$ cat src/rtl/mct_rd_issuer.sv
// AXI4 read-address issuer: splits one contiguous read into fixed-length bursts,
// limits in-flight bursts, and pulses ctrl_done once all bursts have returned.
module mct_rd_issuer #(
  parameter int C_ADDR_WIDTH      = 64,
  parameter int C_DATA_WIDTH      = 512,
  parameter int C_XFER_SIZE_WIDTH = 32,
  parameter int C_BURST_LEN       = 64,
  parameter int C_MAX_OUTSTANDING = 16
) (
  input  logic                         clk,
  input  logic                         rst_n,
  input  logic                         ctrl_start,
  input  logic [C_ADDR_WIDTH-1:0]      ctrl_addr_offset,
  input  logic [C_XFER_SIZE_WIDTH-1:0] ctrl_xfer_size_in_bytes,
  output logic                         ctrl_done,
  output logic                         m_axi_arvalid,
  input  logic                         m_axi_arready,
  output logic [C_ADDR_WIDTH-1:0]      m_axi_araddr,
  output logic [7:0]                   m_axi_arlen,
  input  logic                         m_axi_rvalid,
  input  logic                         m_axi_rready,
  input  logic                         m_axi_rlast
);

  localparam int XW             = C_XFER_SIZE_WIDTH;
  localparam int LP_BYTES       = C_DATA_WIDTH / 8;
  localparam int LP_LOG_B       = $clog2(LP_BYTES);
  localparam int LP_BURST_BYTES = C_BURST_LEN * LP_BYTES;
  localparam int LP_LOG_ALIGN   = $clog2(LP_BURST_BYTES);
  localparam int LP_OW          = $clog2(C_MAX_OUTSTANDING + 1);

  localparam logic [C_ADDR_WIDTH-1:0] LP_ALIGN_MASK =
    ~((C_ADDR_WIDTH'(1) << LP_LOG_ALIGN) - C_ADDR_WIDTH'(1));
  localparam logic [C_ADDR_WIDTH-1:0] LP_ADDR_STEP = C_ADDR_WIDTH'(LP_BURST_BYTES);
  localparam logic [XW-1:0]           LP_BL        = XW'(C_BURST_LEN);
  localparam logic [XW-1:0]           LP_BEAT_MASK = XW'(LP_BYTES - 1);
  localparam logic [LP_OW-1:0]        LP_MAX_OUT   = LP_OW'(C_MAX_OUTSTANDING);
  localparam logic [7:0]              LP_FULL_LEN  = 8'(C_BURST_LEN - 1);

  localparam logic [1:0] S_IDLE  = 2'd0;
  localparam logic [1:0] S_ISSUE = 2'd1;
  localparam logic [1:0] S_DRAIN = 2'd2;
  localparam logic [1:0] S_DONE  = 2'd3;

  logic [1:0]              r_state;
  logic [C_ADDR_WIDTH-1:0] r_araddr;
  logic [XW-1:0]           r_remaining;
  logic [7:0]              r_last_len;
  logic [LP_OW-1:0]        r_outstanding;

  logic [XW-1:0] w_beats;
  logic [XW-1:0] w_tail;
  logic [XW-1:0] w_bursts;
  logic [7:0]    w_last_len;
  logic          w_ar_hs;
  logic          w_r_done;

  // Ceil divisions done as shift/divide plus a remainder bit so sizes near 2^XW cannot overflow.
  always_comb begin
    w_beats    = (ctrl_xfer_size_in_bytes >> LP_LOG_B)
               + XW'(|(ctrl_xfer_size_in_bytes & LP_BEAT_MASK));
    w_tail     = w_beats % LP_BL;
    w_bursts   = (w_beats / LP_BL) + XW'(w_tail != '0);
    w_last_len = (w_tail == '0) ? LP_FULL_LEN : 8'(w_tail - XW'(1));
  end

  assign m_axi_arvalid = (r_state == S_ISSUE) && (r_remaining != '0)
                       && (r_outstanding < LP_MAX_OUT);
  assign w_ar_hs       = m_axi_arvalid && m_axi_arready;
  assign w_r_done      = m_axi_rvalid && m_axi_rready && m_axi_rlast && (r_outstanding != '0);
  assign m_axi_araddr  = r_araddr;
  assign m_axi_arlen   = (r_state != S_ISSUE) ? 8'd0 :
                         (r_remaining == XW'(1)) ? r_last_len : LP_FULL_LEN;
  assign ctrl_done     = (r_state == S_DONE);

  always_ff @(posedge clk or negedge rst_n) begin
    if (!rst_n) begin
      r_state     <= S_IDLE;
      r_araddr    <= '0;
      r_remaining <= '0;
      r_last_len  <= '0;
    end else begin
      case (r_state)
        S_IDLE: begin
          if (ctrl_start) begin
            r_araddr    <= ctrl_addr_offset & LP_ALIGN_MASK;
            r_remaining <= w_bursts;
            r_last_len  <= w_last_len;
            r_state     <= (w_bursts == '0) ? S_DONE : S_ISSUE;
          end
        end
        S_ISSUE: begin
          if (w_ar_hs) begin
            r_araddr    <= r_araddr + LP_ADDR_STEP;
            r_remaining <= r_remaining - XW'(1);
            if (r_remaining == XW'(1)) r_state <= S_DRAIN;
          end
        end
        S_DRAIN: begin
          if (r_outstanding == '0) r_state <= S_DONE;
        end
        S_DONE:  r_state <= S_IDLE;
        default: r_state <= S_IDLE;
      endcase
    end
  end

  // A simultaneous issue and return leaves the count unchanged; a return at zero is dropped.
  always_ff @(posedge clk or negedge rst_n) begin
    if (!rst_n) begin
      r_outstanding <= '0;
    end else begin
      case ({w_ar_hs, w_r_done})
        2'b10:   r_outstanding <= r_outstanding + LP_OW'(1);
        2'b01:   r_outstanding <= r_outstanding - LP_OW'(1);
        default: r_outstanding <= r_outstanding;
      endcase
    end
  end

endmodule
$ cat config.mk
export PLATFORM = sky130hd
export DESIGN_NAME = mct_rd_issuer
export DESIGN_NICKNAME = d
export VERILOG_FILES = /design/src/rtl/mct_rd_issuer.sv
export SDC_FILE = /design/constraint.sdc
export NUM_CORES = 1
export LEC_CHECK = 0
export BUFFER_PORTS_ARGS = -buffer_cell sky130_fd_sc_hd__buf_2
export CELL_PAD_IN_SITES_DETAIL_PLACEMENT = 1
export CELL_PAD_IN_SITES_GLOBAL_PLACEMENT = 1
export CORE_ASPECT_RATIO = 2
export CORE_MARGIN = 4
export CORE_UTILIZATION = 43
export CTS_CLUSTER_SIZE = 25
export DETAILED_ROUTE_END_ITERATION = 6
export PLACE_DENSITY_LB_ADDON = 0.1
export SKIP_LAST_GASP = 1
export SYNTH_ARGS = -nofsm -noshare
export SYNTH_HDL_FRONTEND = slang
export SYNTH_SLANG_ARGS = --single-unit
$ cat constraint.sdc
create_clock -name clk -period 5.75 [get_ports clk]
set_clock_uncertainty 0.2 [all_clocks]
set_input_delay 0.2875 -clock clk [delete_from_list [all_inputs] [get_ports clk]]
set_output_delay 0.2875 -clock clk [all_outputs]
set_load 0.05 [all_outputs]
**After elaboration in Yosys (flattened, before gate mapping)**

Cells that the tools add are included.

- Output and inout port bits: 74
- Logic and storage cells: 59
- Memory bits (read-only): 0
- Register bits: 111
- Bits of input ports: 103
- Bits in latches: 0
- Memories kept: 0
- Bits in writable memories: 0

- Bitwise gates (word level): 0
- Shift-type cells: 0
- Mux-type cells: 16
- Div/mod/pow operators: 0
- Multiply operators: 0
- Reduce and logical (&&, ||, !) cells: 19
- Order comparisons: 1
- Eq/ne operators: 11
- $add $sub $neg: 7

Operators by type and width:

| cell | count |
|---|---|
| $mux W64 | 2 |
| $pmux W64 S2 | 1 |
| $add A64 B13 Y64 const B | 1 |
| $logic_not A32 Y1 | 2 |
| $mux W32 | 2 |
| $pmux W32 S2 | 1 |
| $reduce_bool A32 Y1 | 2 |
| $eq A32 B1 Y1 const B | 1 |
| $sub A32 B1 Y32 const B | 1 |
| $add A26 B1 Y27 | 1 |
| $mux W8 | 3 |
| $add A21 B1 Y22 | 1 |
| $mux W2 | 5 |
| $pmux W5 S2 | 1 |
| $pmux W2 S4 | 1 |
| $sub A6 B1 Y7 const B | 1 |
| $eq A2 B2 Y1 const B | 3 |
| $logic_and A1 B1 Y1 | 6 |
| $ne A2 B2 Y1 const B | 3 |
| $reduce_or A6 Y1 | 1 |
| $add A5 B1 Y5 const B | 1 |
| $logic_not A5 Y1 | 1 |
| $lt A5 B5 Y1 const B | 1 |
| $reduce_bool A5 Y1 | 1 |
| 8 further kinds | 11 |

**Logic depth before layout (Yosys ltp)**

- Word-level depth: 8
- Mapped depth: 18
- Depth with buffers taken out: 17

**Least setup slack after synthesis**

No wires, ideal clock.

- Kind: input -> register
- From: input port ctrl_xfer_size_in_bytes[3]
- To: register r_state[1]
- Library setup time: 0.076 ns
- Data required time: 5.474 ns
- Path buffers: 2
- Path slack: 1.897 ns
- Arrival time: 3.576 ns
- Stages: 17
- Cell sequence: nor4_1 nand2_1 ha_1 ha_1 clkbuf_1 o21a_1 o32ai_1 nand3_1 ha_1 ha_1 clkbuf_1 nor3b_1 a32oi_1 or4_1 a21oi_1 nand4b_1 o21ai_1

- Longest elaborated chain between the ends: 8

RTL lines:

| what | line | text |
|---|---|---|
| start, declared | 14 | `input logic [C_XFER_SIZE_WIDTH-1:0] ctrl_xfer_size_in_bytes,` |
| $reduce_or A6 Y1 (*) | 61 | `+ XW'(\|(ctrl_xfer_size_in_bytes & LP_BEAT_MASK));` |
| $add A26 B1 Y27 (*) | 61 |  |
| $reduce_bool A32 Y1 | 63 | `w_bursts = (w_beats / LP_BL) + XW'(w_tail != '0);` |
| $add A21 B1 Y22 (*) | 63 |  |
| $logic_not A32 Y1 (*) | 89 | `r_state <= (w_bursts == '0) ? S_DONE : S_ISSUE;` |
| $mux W2 (*) | 89 |  |
| $mux W2 (*) | 85 | `if (ctrl_start) begin` |
| $pmux W2 S4 (*) | 83 | `case (r_state)` |
| end signal, assigned | 89 |  |
| end, declared | 45 | `logic [1:0] r_state;` |

Every way passes the cells marked *; elsewhere a longest branch is shown, timed or not. The select of a mux whose other input is x is not followed.
A chain may end at the register's enable or synchronous reset.

**Final worst setup path**

Ends and elaborated chain as after synthesis.

==> results.txt <==
----------------------------------------------------
[Run status]
  Result of the run ... finished, final reports clean

[Placed design]
  Final weighted congestion in routability-driven placement ... 0.931
  Placed Area ... 8390 µm²
  Sum of net half-perimeters after detailed placement ... 19200 µm
  Port bufs ... 152
  Pre-CTS worst setup slack ... 1.16 ns

[Layout]
  Most common cell after layout, fill and taps aside ... sky130_fd_sc_hd__buf_2
  Fraction of final layout cells sized beyond drive strength 1 ... 0.185
  Synthesis-to-layout area growth ... 22.3%
  Highest-count cells in the layout ignoring fill and taps ... sky130_fd_sc_hd__buf_2, sky130_fd_sc_hd__nand2_1, sky130_fd_sc_hd__dfrtp_1
  Finished Core Util ... 0.533
  Final instance area ... 9210 µm²
  Diode insertion count for antenna repair ... 0
  Final nets ... 1229

[STA]
  Worst Tran Pin Value ... 0.910 ns
  Number of hold violations in the final report ... 0
  Fin Hold WS ... 0.00854 ns
  Setup violation total in the final timing report ... 0
  Total negative slack ... 0 ns
  Timing-limited maximum frequency ... 0.232 GHz
  Fin crit share ... 0.750
  Setup repair after global routing missed its margin ... no
  Post-route worst setup slack ... 1.44 ns
  Max Transition Viols Final ... 0
  Minimum clock period after layout ... 4.31 ns
  Worst rel slew slack ... 0.393

[Worst setup path]
  Most frequent CP cell ... sky130_fd_sc_hd__ha_1
  Critical Path Source ... ctrl_xfer_size_in_bytes[3]
  Critical path type ... in2reg
  Highest cell delay on the worst timing path ... 0.56 ns
  Ordered cell list for the critical path ... buf_2 -> nor4_1 -> nand2_1 -> ha_1 -> ha_1 -> nand4_1 -> o32ai_1 -> nand3_1 -> ha_1 -> nand2b_1 -> mux2i_1 -> nand3_1 -> o311a_1 -> nor3_1 -> nand4_1 -> o21ai_1
  Crit end category ... register
  Largest fanout on the critical path ... 16
  Worst Reg2Reg Path Length in Cells ... 9
  R2r startpoint ... r_remaining[18]
  Required time of the critical path ... 5.83 ns
  Nature of the critical path startpoint ... input pin
  Endpoint arrival time on the critical path ... 4.40 ns
  Slowest cell on crit path ... sky130_fd_sc_hd__mux2i_1
  Reg2reg end ... r_remaining[21]
  Internal reg-to-reg setup slack ... 1.86 ns

[Yosys]
  Yosys top cell area share ... 0.326
  Count of flip-flops with a built-in enable after synthesis ... 0
  Post-synthesis sequential area ratio ... 0.326
  Area contributors post-synth ... sky130_fd_sc_hd__dfrtp_1, sky130_fd_sc_hd__o21ai_0, sky130_fd_sc_hd__nand2_1
  Per-instance average area after synthesis ... 8.01 µm²
  Syn Std Cell Area ... 7530 µm²
  Dominant synthesized flop cell ... sky130_fd_sc_hd__dfrtp_1
  Yosys synthesis warning count ... 0
  Cell taking the most area after synthesis ... sky130_fd_sc_hd__dfrtp_1
  Synthesized instance count ... 940
  Proportion of register bits with asynchronous set or reset after synthesis ... 1.00
  Synthesized flop and latch total ... 98
  Count of unique library cells instantiated by Yosys ... 77

[Drt]
  Average wire length per cell after detail routing ... 20.0 µm
  Vias per cell ... 6.08
  Number of routed nets with antenna violations ... 0
  Drt drc ... 0
  Number of DRC violations after detailed-routing iteration 0 ... 350
  DRT Wirelength ... 26500 µm
  Vias ... 8035
  Detailed-router iteration count before antenna repair ... 5

[Worst hold path]
  Start point of the worst min-delay path ... ctrl_addr_offset[15]
  Cell depth of the worst hold path ... 3
  Endpoint of the worst hold-timing path ... m_axi_araddr[15]
  Classification of the worst-slack hold path ... in2reg

[Floorplanning]
  Die Height ... 195 µm
  Number of top-level design ports ... 177
  Initial core utilization ... 0.436
  Die area ... 19800 µm²
  Placement row count ... 68
  Die X ... 102 µm
  Core box area ... 17300 µm²

[Job]
  Max cap viols ... 0

[CTS]
  Clock latency on the worst-skew pair ... 0.36 ns
  Clock tree from TritonCTS ... done
  Setup repair bufs after CTS ... 0
  Clock-pin slew reported for the worst setup and hold paths after clock tree synthesis ... 0.07 ns
  # clock sinks ... 98
  Num CTS Buffers ... 9
  CTS H-tree lvls ... 3
  Hold bufs inserted after CTS ... 47
  Clock Tree Buf Depth ... 2
  Cts repair resizes ... 0
  Library cell used as clock root buffer ... sky130_fd_sc_hd__clkbuf_16

[Global route]
  Via count of the first global-routing pass ... 8544
  First-pass GRT wire length ... 42400 µm
  Aggregate global-route resource usage ... 0.268
  Total congestion overflow after global routing ... 0
  Pin count of the biggest net entering global routing ... 73
  Antenna violations before repair ... 0

[Power]
  Reported leakage power ... 3.93 nW
  Highest ir drop seen on vdd ... 0.000148 V
  Power per cell area ... 288 nW/µm²

----------------------------------------------------
worst max-delay path by stage:
stage            endpoint  slack (ns)
6_report       r_state[1]        1.44
5_1_grt        r_state[1]        1.16
4_1_cts        r_state[1]        1.53
3_5_place_dp   r_state[1]        1.16
3_3_place_gp   r_state[1]        1.22
2_1_floorplan  r_state[1]        1.90
cell type report:
class                   instances  area, µm²
fillers                      2174       8060
repair buffers                210       1320
inverters                      48        180
flip-flops and latches         98       2450
multi-input cells             739       4650
well taps                     210        263
clock inverters                 6        114
clock buffers                  10        239
layer usage:
metal  vias up  share of wire  GRT usage
li1       3793              -          -
met1      3969           0.35      0.263
met2       207           0.57      0.529
met3        66          0.037     0.0286
met4         0          0.041      0.125
met5         -              0          0
per-stage QoR:
step           instances  power (mW)
4_1_cts             1321        2.66
3_5_place_dp        1258        1.90
5_1_grt             1321        2.79
3_3_place_gp        1258        1.87
2_1_floorplan        951        1.60
6_report            1321        2.65
cell families (layout without fill, tap and decap cells):
group                    Yosys count  count (layout)  synth area share
flip-flops                        98              98             0.326
other                              1              12          0.000498
buffers and inverters            114             274            0.0653
AO/OA/AOI/OAI                    269             269             0.241
adder cells (fa/ha/maj)           20              20            0.0342
multiplexers                      12              12            0.0166
XOR/XNOR                          44              44            0.0512
AND/OR/NAND/NOR                  382             382             0.265
critical path: cells and delay by family:
kind,cells,cell delay (ns)
and+or+nand+nor,8,1.80
adders and majority gates,3,0.96
buffers and inverters,1,0.10
muxes,1,0.56
AOI/OAI and AO/OA,3,0.67
synthesized netlist by cell type (all sizes together) (4+ instances only):
cell type  number
or2             6
nor4           22
nand3          44
nor3           46
xnor2          29
or4            11
nand2b         13
dfrtp          98
a21o           11
or3            12
o211ai          4
a221o           4
a31oi           8
mux2            4
o22ai           7
a222oi         22
nor3b           5
buf            26
xor2           15
clkbuf         40
o31ai          17
ha             19
a21oi          45
and2           10
o21a            7
o21ai          80
a41oi           5
nand3b          4
nor2           67
nand4          20
and3           10
inv            48
a22oi          34
mux2i           8
nand2         100
power breakdown:
group / total (mW) / switching (mW) / internal [mW]
clock: 0.732 / 0.293 / 0.439
sequential: 0.891 / 0.125 / 0.766
combinational: 1.03 / 0.685 / 0.345
total: 2.65 / 1.10 / 1.55
registers in the layout, indices dropped and copies added, names as in the netlist:
signal	count
m_axi_araddr	52
r_last_len	7
r_outstanding	5
r_state	2
r_remaining	32
Note: power is estimated with default switching activity, not from simulation.
